<file path="config.mk">
export PLATFORM = sky130hd
export DESIGN_NAME = seg7_scan_decoder
export DESIGN_NICKNAME = d
export VERILOG_FILES = /design/src/rtl/seg7_pkg.sv /design/src/rtl/seg7_glyph_decode.sv /design/src/rtl/seg7_scan_decoder.sv
export SDC_FILE = /design/constraint.sdc
export NUM_CORES = 1
export LEC_CHECK = 0
export CORE_MARGIN = 1.5
export CORE_UTILIZATION = 50
export CTS_CLUSTER_DIAMETER = 30
export DETAILED_ROUTE_END_ITERATION = 16
export GPL_ROUTABILITY_DRIVEN = 0
export PLACE_DENSITY_LB_ADDON = 0.3
export SLEW_MARGIN = 10
export SYNTH_ARGS = -nofsm -noshare
export SYNTH_HDL_FRONTEND = slang
export SYNTH_HIERARCHICAL = 1
export SYNTH_SLANG_ARGS = --single-unit
</file>
<file path="constraint.sdc">
create_clock -name clk -period 4.93 [get_ports clk]
set_input_delay 0.493 -clock clk [delete_from_list [all_inputs] [get_ports clk]]
set_output_delay 0.493 -clock clk [all_outputs]
set_load 0.01 [all_outputs]
</file>
<file path="src/rtl/seg7_pkg.sv">
// Shared glyph table and types for the seven-segment scan decoder.
// Active-low glyphs, bit order {g,f,e,d,c,b,a}.
package seg7_pkg;

  typedef logic [3:0] hex_t;

  typedef enum logic [1:0] {
    IDLE,
    SETTLE,
    CAPTURE,
    HOLD
  } scan_state_t;

  localparam logic [6:0] SEG_BLANK = 7'h7F;

  localparam logic [6:0] SEG_GLYPH [16] = '{
    7'h40, 7'h79, 7'h24, 7'h30,
    7'h19, 7'h12, 7'h02, 7'h78,
    7'h00, 7'h10, 7'h08, 7'h03,
    7'h46, 7'h21, 7'h06, 7'h0E
  };

endpackage

</file>
<file path="src/rtl/seg7_glyph_decode.sv">
// Combinational reverse lookup of an active-low segment pattern.
// Anything outside the 16-entry glyph table is flagged as not legal.
module seg7_glyph_decode
  import seg7_pkg::*;
(
  input  logic [6:0] seg,
  output hex_t       value,
  output logic       legal
);

  always_comb begin
    value = '0;
    legal = 1'b0;
    for (int i = 0; i < 16; i++) begin
      if (seg == SEG_GLYPH[i]) begin
        value = hex_t'(i);
        legal = 1'b1;
      end
    end
  end

endmodule

</file>
<file path="src/rtl/seg7_scan_decoder.sv">
// Rebuilds per-digit hex values from a scanned seven-segment bus.
// Define SEG7_SCAN_DP_EN to also track the decimal point (dp/dp_out).
module seg7_scan_decoder
  import seg7_pkg::*;
#(
  parameter int NUM_DIGITS    = 4,
  parameter int SETTLE_CYCLES = 8
) (
  input  logic                    clk,
  input  logic                    rst,
  input  logic [6:0]              seg,
  input  logic [NUM_DIGITS-1:0]   an,
`ifdef SEG7_SCAN_DP_EN
  input  logic                    dp,
  output logic [NUM_DIGITS-1:0]   dp_out,
`endif
  output logic [4*NUM_DIGITS-1:0] digits,
  output logic [NUM_DIGITS-1:0]   digit_valid,
  output logic                    bad_pattern,
  output logic                    frame_done
);

  localparam int CW = $clog2(SETTLE_CYCLES + 1);
  localparam logic [CW-1:0] CNT_MAX = CW'(SETTLE_CYCLES);
  localparam logic [NUM_DIGITS-1:0] ALL = '1;

  logic [6:0]            seg_s1, seg_q;
  logic [NUM_DIGITS-1:0] an_s1, an_q;
`ifdef SEG7_SCAN_DP_EN
  logic                  dp_s1, dp_q;
`endif

  scan_state_t           state, state_d;
  logic [CW-1:0]         cnt, cnt_d;
  logic [NUM_DIGITS-1:0] seen, seen_d;
  logic [NUM_DIGITS-1:0] sel;
  logic                  sel_ok;
  logic                  chg;
  logic                  cap;
  logic                  seen_full;
  hex_t                  value;
  logic                  legal;

  seg7_glyph_decode u_dec (
    .seg   (seg_q),
    .value (value),
    .legal (legal)
  );

  always_ff @(posedge clk) begin
    if (rst) begin
      seg_s1 <= SEG_BLANK;
      seg_q  <= SEG_BLANK;
      an_s1  <= '1;
      an_q   <= '1;
`ifdef SEG7_SCAN_DP_EN
      dp_s1  <= 1'b1;
      dp_q   <= 1'b1;
`endif
    end else begin
      seg_s1 <= seg;
      seg_q  <= seg_s1;
      an_s1  <= an;
      an_q   <= an_s1;
`ifdef SEG7_SCAN_DP_EN
      dp_s1  <= dp;
      dp_q   <= dp_s1;
`endif
    end
  end

  // chg looks one stage ahead: it is set the cycle before seg_q/an_q move,
  // so the counter restarts on the same edge the new value lands.
  always_comb begin
    chg = (seg_s1 != seg_q) || (an_s1 != an_q);
`ifdef SEG7_SCAN_DP_EN
    chg = chg || (dp_s1 != dp_q);
`endif
  end

  assign sel       = ~an_q;
  assign sel_ok    = $onehot(sel);
  assign seen_full = (seen == ALL);

  always_comb begin
    state_d = state;
    cap     = 1'b0;
    if (chg)
      cnt_d = '0;
    else if (cnt == CNT_MAX)
      cnt_d = cnt;
    else
      cnt_d = cnt + 1'b1;
    unique case (state)
      IDLE: begin
        if (!(&an_q))
          state_d = SETTLE;
      end
      SETTLE: begin
        if (&an_q)
          state_d = IDLE;
        else if (!chg && (int'(cnt) + 1 >= SETTLE_CYCLES))
          state_d = CAPTURE;
      end
      CAPTURE: begin
        cap = 1'b1;
        if (chg)
          state_d = (&an_s1) ? IDLE : SETTLE;
        else
          state_d = HOLD;
      end
      HOLD: begin
        if (chg)
          state_d = (&an_s1) ? IDLE : SETTLE;
      end
    endcase
  end

  always_comb begin
    seen_d = seen_full ? '0 : seen;
    if (cap && sel_ok)
      seen_d = seen_d | sel;
  end

  always_ff @(posedge clk) begin
    if (rst) begin
      state <= IDLE;
      cnt   <= '0;
      seen  <= '0;
    end else begin
      state <= state_d;
      cnt   <= cnt_d;
      seen  <= seen_d;
    end
  end

  always_ff @(posedge clk) begin
    if (rst) begin
      digits      <= '0;
      digit_valid <= '0;
      bad_pattern <= 1'b0;
      frame_done  <= 1'b0;
`ifdef SEG7_SCAN_DP_EN
      dp_out      <= '0;
`endif
    end else begin
      frame_done <= seen_full;
      if (cap) begin
        if (!sel_ok) begin
          bad_pattern <= 1'b1;
        end else if (!legal) begin
          bad_pattern <= 1'b1;
          digit_valid <= digit_valid & an_q;
        end else begin
          digit_valid <= digit_valid | sel;
          for (int i = 0; i < NUM_DIGITS; i++)
            if (sel[i])
              digits[4*i +: 4] <= value;
`ifdef SEG7_SCAN_DP_EN
          dp_out <= (dp_out & an_q) | (sel & {NUM_DIGITS{~dp_q}});
`endif
        end
      end
    end
  end

endmodule
</file>
==> reports/metrics.yaml, run 1 <==
worstPathBufferInverterCount: 0
fp.dieW_um: 71.9
detail-route-antenna-nets: 0
slew_headroom: 0.316
io_pins: 35
netlist_area_mm2: 0.00237
holdPathStages: 2
peakVddDrop_mv: 0.241
reg2reg_slack_ns: 2.06
critPathArrivalTime_ns: 3.04
synth.most_common_cell: "dfxtp_1"
rsz0062_at_grt: "false"
path_cells: "or3b_1 > nor4b_1 > o21ai_0 > nand4_1 > nand4_1 > nand2_1 > a21oi_1"
hold_viol: 0
endpoint_kind: "register"
slew_viol_final: 0
first_pass_iters: 4
dp_hpwl_um: 3260
p_per_area_mw_per_mm2: 268
period_needed_ns: 2.87
pre_cts_slack_ns: 2.23
synthCells: 270
grt_use_total: 0.184
synth-edff-count: 0
via_per_inst: 5.59
cts_setup_buffers: 0
drt-initial-drc-count: 132
crit_path_max_incr_delay_ns: 0.60
initial_core_util: 0.531
clkSinkCount: 54
clkTransAtPathRegs_ns: 0.10
period_share: 0.582
setup_tns_ns: 0
ys_seq_area_frac: 0.455
path_class: "reg2reg"
ys_ff_latch: 54
tightest_slew_ns: 1.01
grt_pass1_wl_um: 7550
maxCapViolations: 0
fin_total_pwr_w: 0.000756
wl_per_cell_um: 12.9
vias: 1961
core-area_mm2: 0.00447
synth_ff_type: "dfxtp_1"
final_core_util: 0.630
whs_endpoint: "digits[13]$_SDFFE_PP0P_"
leakage_nw: 1.01
min_path_type: "reg2reg"
ys_types: 47
outcome: "completed"
drc: 0
dieArea_mm2: 0.00517
io_buffers: 34
final_area_mm2: 0.00282
fmax_mhz: 348
synth-async-reset-ratio: 0
r2r_cells: 7
drive_above_1_share: 0.137
fin_nets: 317
synth_top_area_frac: 0.455
ys_warn_count: 6
clock-root-buffer: "clkbuf_8"
dpl-instance-area_mm2: 0.00273
cts_resized: 0
area_delta_synth_final_pct: 18.7
worstHoldStart: "digits[13]$_SDFFE_PP0P_"
cts_buffers: 5
grt-ovfl-total: 0
synthTopCellsByArea: "dfxtp_1 (46%), a21oi_1 (5.9%), or2_2 (5.8%)"
worst_slack_ns: 2.06
clkLatencyLatePin_ns: 0.30
syn_avg_cell_area_um2: 8.80
ctsHoldBuffers: 0
setup_viol: 0
synth_fp_nets: 289
cp-start-kind: "register"
die_h_um: 71.9
clock_skew_ns: 0.00885
synth_top_cells_by_count: "dfxtp_1 (54), a21oi_1 (28), nand2_1 (25)"
yosysTopAreaCell: "dfxtp_1"
htreeDepth: 2
grt_max_degree: 51
worst_r2r_endpoint: "digits[8]$_SDFFE_PP0P_"
cp_max_fo: 21
num_antenna_cells: 0
grt_pass1_vias: 1647
cp.required_ns: 5.10
crit_family: "simple AND/OR/NAND/NOR gates"
num_rows: 24
wl_um: 4530
crit_path_top_delay_cell: "dfxtp_1"
cp_common_cell: "nand4_1"
fillers: 385
cts_tree: "built"
grt_antenna_before_repair: 0
clk_path_buf_depth: 2
rr_startpoint: "seg_q[5]$_SDFF_PP1_"
flip-flops by register name, indices dropped and copies added, names as in the netlist, named ones only:
name / cells
digits: 16
seg_q: 7
seg_s1: 7
an_q: 4
an_s1: 4
cnt: 4
seen: 4
state: 2
bad_pattern: 1
frame_done: 1
cells in the final DEF (no fill, tap or decap), types with 8 or more instances in the layout:
cell             Yosys  layout
dfxtp_1             54      54
clkdlybuf4s50_1      0      34
a21oi_1             28      28
nand2_1             25      25
or2_2               22      22
nand3_1             21      21
nor2_1              20      20
xor2_1              12      12
o21ai_0              9       9
inv_1                8       8
metrics by stage:
stage	cells	hold slack (ns)
2_1_floorplan	270	0.438
6_report	351	0.454
3_3_place_gp	343	0.442
3_5_place_dp	343	0.445
4_1_cts	351	0.460
5_1_grt	351	0.476
worst min-delay path, stage by stage (launching register included):
cell	delay, ns
dfxtp_1	0.32
nand2_1	0.05
a21oi_1	0.05
kinds of logic (layout without fill, tap and decap cells):
group / count (synthesis) / in the layout / share of synthesized area
mux: 1 / 1 / 0.00474
fa+ha+maj: 6 / 6 / 0.0348
xor+xnor: 14 / 14 / 0.0516
buf+inv: 22 / 51 / 0.0385
simple gates: 123 / 123 / 0.289
compound gates: 50 / 50 / 0.126
flops: 54 / 54 / 0.455
power by group:
| part | total, W | leakage (nW) | internal [W] | switching, W |
|---|---|---|---|---|
| sequential | 0.000460 | 0.441 | 0.000445 | 0.0000145 |
| combinational | 0.0000495 | 0.516 | 0.0000288 | 0.0000208 |
| clock | 0.000247 | 0.0489 | 0.000103 | 0.000144 |
| total | 0.000756 | 1.01 | 0.000577 | 0.000180 |
worst max-delay path by stage:
| stage | start | endpoint | cells after the start | slack (ns) |
|---|---|---|---|---|
| after floorplan | an_q[0]$_SDFF_PP1_ | digits[1]$_SDFFE_PP0P_ | 9 | 2.60 |
| after global placement | seg_q[5]$_SDFF_PP1_ | digits[9]$_SDFFE_PP0P_ | 7 | 2.33 |
| after detailed placement | seg_q[5]$_SDFF_PP1_ | digits[9]$_SDFFE_PP0P_ | 7 | 2.23 |
| after CTS | seg_q[5]$_SDFF_PP1_ | digits[8]$_SDFFE_PP0P_ | 7 | 2.13 |
| after global routing | seg_q[5]$_SDFF_PP1_ | digits[8]$_SDFFE_PP0P_ | 7 | 1.84 |
| final | seg_q[5]$_SDFF_PP1_ | digits[8]$_SDFFE_PP0P_ | 7 | 2.06 |
area by class of cell:
| type | instances | area [um2] | area share |
|---|---|---|---|
| Multi-Input combinational cell | 194 | 1200 | 0.427 |
| Sequential cell | 54 | 1080 | 0.384 |
| Timing Repair Buffer | 35 | 348 | 0.123 |
| Clock buffer | 5 | 68.8 | 0.0244 |
| Tap cell | 52 | 65.1 | 0.0231 |
| Inverter | 8 | 30.0 | 0.0107 |
| Clock inverter | 3 | 22.5 | 0.00799 |
per-layer routing:
layer,up-vias,wire (um),global-route usage
li1,992,-,-
met1,903,2100,0.248
met2,62,2180,0.297
met3,4,210,0.0431
met4,0,44,0.0545
met5,-,0,0
Note: power is estimated with default switching activity, not from simulation.
==> run 2, diff against run 1 <==
CORE_UTILIZATION = 48   (was 50)
clock period = 2.6 ns   (was 4.93 ns; I/O delays follow)
==> reports/metrics.yaml, run 2 (synthesis gave the netlist of run 1 again) <==
clock_skew_ns: 0.00707  # -0.00178 ns
wl_um: 4510  # -0.60%
tightest_slew_ns: 0.595  # -0.419 ns
dieArea_mm2: 0.00538  # +4.0%
final_common_cell: "dfxtp_1"
slew_viol_final: 0  # unchanged
holdPathStages: 2  # unchanged
outcome: "completed"
num_rows: 25  # +4.2%
crit_path_max_incr_delay_ns: 0.55  # -0.05 ns
setup_tns_ns: 0  # unchanged
clkTransAtPathRegs_ns: 0.10  # about the same
io_pins: 35  # unchanged
p_per_area_mw_per_mm2: 520  # +94%
fillers: 433  # +12%
clk_path_buf_depth: 2  # unchanged
core-area_mm2: 0.00475  # +6.3%
cp.required_ns: 2.79  # -2.31 ns
clock-root-buffer: "clkbuf_8"
cp_max_fo: 6  # -71%
drive_above_1_share: 0.175  # +0.0382
r2r_cells: 9  # +2
grt_antenna_before_repair: 0  # unchanged
final_cells: 375  # +6.8%
hold_slack_ns: 0.455  # +0.000859 ns
die_h_um: 73.3  # +2.0%
fin_total_pwr_w: 0.00153  # +100%
num_antenna_cells: 0  # unchanged
fp.dieW_um: 73.3  # +2.0%
mostFrequentLayoutCells: "dfxtp_1 (53), clkdlybuf4s50_1 (34), a21oi_1 (28)"
placed_cells: 365  # +6.4%
crit_path_top_delay_cell: "fa_1"
setup_viol: 0  # unchanged
peakVddDrop_mv: 0.377  # +57%
multi_input_area_mm2: 0.00121  # +1.0%
critPathArrivalTime_ns: 2.64  # -0.40 ns
cp_common_cell: "ha_1"
htreeDepth: 2  # unchanged
final_core_util: 0.618  # -0.0116
io_buffers: 34  # unchanged
cts_buffers: 5  # unchanged
first_pass_iters: 5  # +1
fmax_mhz: 408  # +17%
rsz0062_at_grt: "false"
grt_use_total: 0.184  # about the same
area_delta_synth_final_pct: 23.8
wl_per_cell_um: 12.0  # -7.0%
hold_viol: 0  # unchanged
largest_register_ff_count: 16  # unchanged
clkLatencyLatePin_ns: 0.31  # about the same
dp_hpwl_um: 3310  # +1.3%
grt_max_degree: 27  # -47%
period_share: 0.942  # +0.360
worstPathBufferInverterCount: 2  # +2
leakage_nw: 1.06  # +5.1%
regMostFlops: "digits"
cp-start-kind: "register"
via_per_inst: 5.36  # -4.1%
grt-ovfl-total: 0  # unchanged
top_regs: "digits x16, seg_q x7, seg_s1 x7"
period_needed_ns: 2.45  # -0.421 ns
endpoint_kind: "register"
grt_pass1_vias: 1746  # +6.0%
initial_core_util: 0.499  # -0.0313
cts_tree: "built"
crit_cells: 9  # +2
detail-route-antenna-nets: 0  # unchanged
drc: 0  # unchanged
ctsHoldBuffers: 0  # unchanged
vias: 2009  # +2.4%
crit_family: "adder cells"
min_path_type: "reg2reg"
grt_pass1_wl_um: 7790  # +3.2%
maxCapViolations: 0  # unchanged
drt-initial-drc-count: 109  # -17%
clkSinkCount: 54  # unchanged
path_cells: "fa_1 > inv_1 > ha_1 > ha_1 > nor3b_4 > buf_4 > nand4b_1 > nand2_1 > a21oi_1"
fin_nets: 326  # +2.8%
slew_headroom: 0.602  # +0.286
seqCellArea_mm2: 0.00108  # +0.12%
path_class: "reg2reg"
## run 2: changes by cell type in the layout (fill, tap and decap cells not counted), sizes merged
cell,previous run,this run
inv,10,9
bufinv,0,1
buf,1,10
## run 2: repair_timing
item,in CTS,in global routing
setup endpoints to repair,0,19
gates resized for setup,0,5
setup buffers,0,2
## run 2: path summary, 6_finish.rpt
| check | startpoint | end | slack [ns] |
|---|---|---|---|
| worst max-delay path | an_q[0]$_SDFF_PP1_ | digits[4]$_SDFFE_PP0P_ | 0.15 |
| worst min-delay path | digits[14]$_SDFFE_PP0P_ | digits[14]$_SDFFE_PP0P_ | 0.46 |
| worst max register to register | an_q[0]$_SDFF_PP1_ | digits[4]$_SDFFE_PP0P_ | 0.15 |
| worst min register to register | digits[14]$_SDFFE_PP0P_ | digits[14]$_SDFFE_PP0P_ | 0.46 |
## run 2: per-layer routing
layer | GRT usage | wire length (um) | vias to the layer above | share of wire
met5 | 0 | 0 | - | 0
met4 | 0.0597 | 59 | 0 | 0.013
met3 | 0.0412 | 246 | 5 | 0.055
met2 | 0.304 | 2150 | 71 | 0.48
met1 | 0.240 | 2050 | 917 | 0.45
li1 | - | - | 1016 | -
## run 2: cell type report
type                    instances  area share
repair buffers                 44       0.141
multi-input cells             194       0.413
clock inverters                 3      0.0149
well taps                      67      0.0285
flip-flops and latches         54       0.368
clock buffers                   5      0.0234
inverters                       8      0.0102
## run 2: worst register-to-register path: stages (launching register included)
cell      delay, ns
dfxtp_1        0.40
fa_1           0.55
inv_1          0.04
ha_1           0.17
ha_1           0.30
nor3b_4        0.25
buf_4          0.17
nand4b_1       0.24
nand2_1        0.15
a21oi_1        0.07
## run 2: metrics by stage
step | cell area [um2] | setup WS [ns]
after CTS | 2910 | 0.0114
after floorplan | 2370 | 0.268
after detailed placement | 2800 | 0.0448
after global routing | 2940 | 0.000490
after global placement | 2800 | 0.159
final | 2940 | 0.151
## run 2: power by group
| group | internal [W] | switching, W |
|---|---|---|
| registers | 0.000844 | 0.0000219 |
| logic | 0.0000640 | 0.0000471 |
| clock network | 0.000289 | 0.000263 |
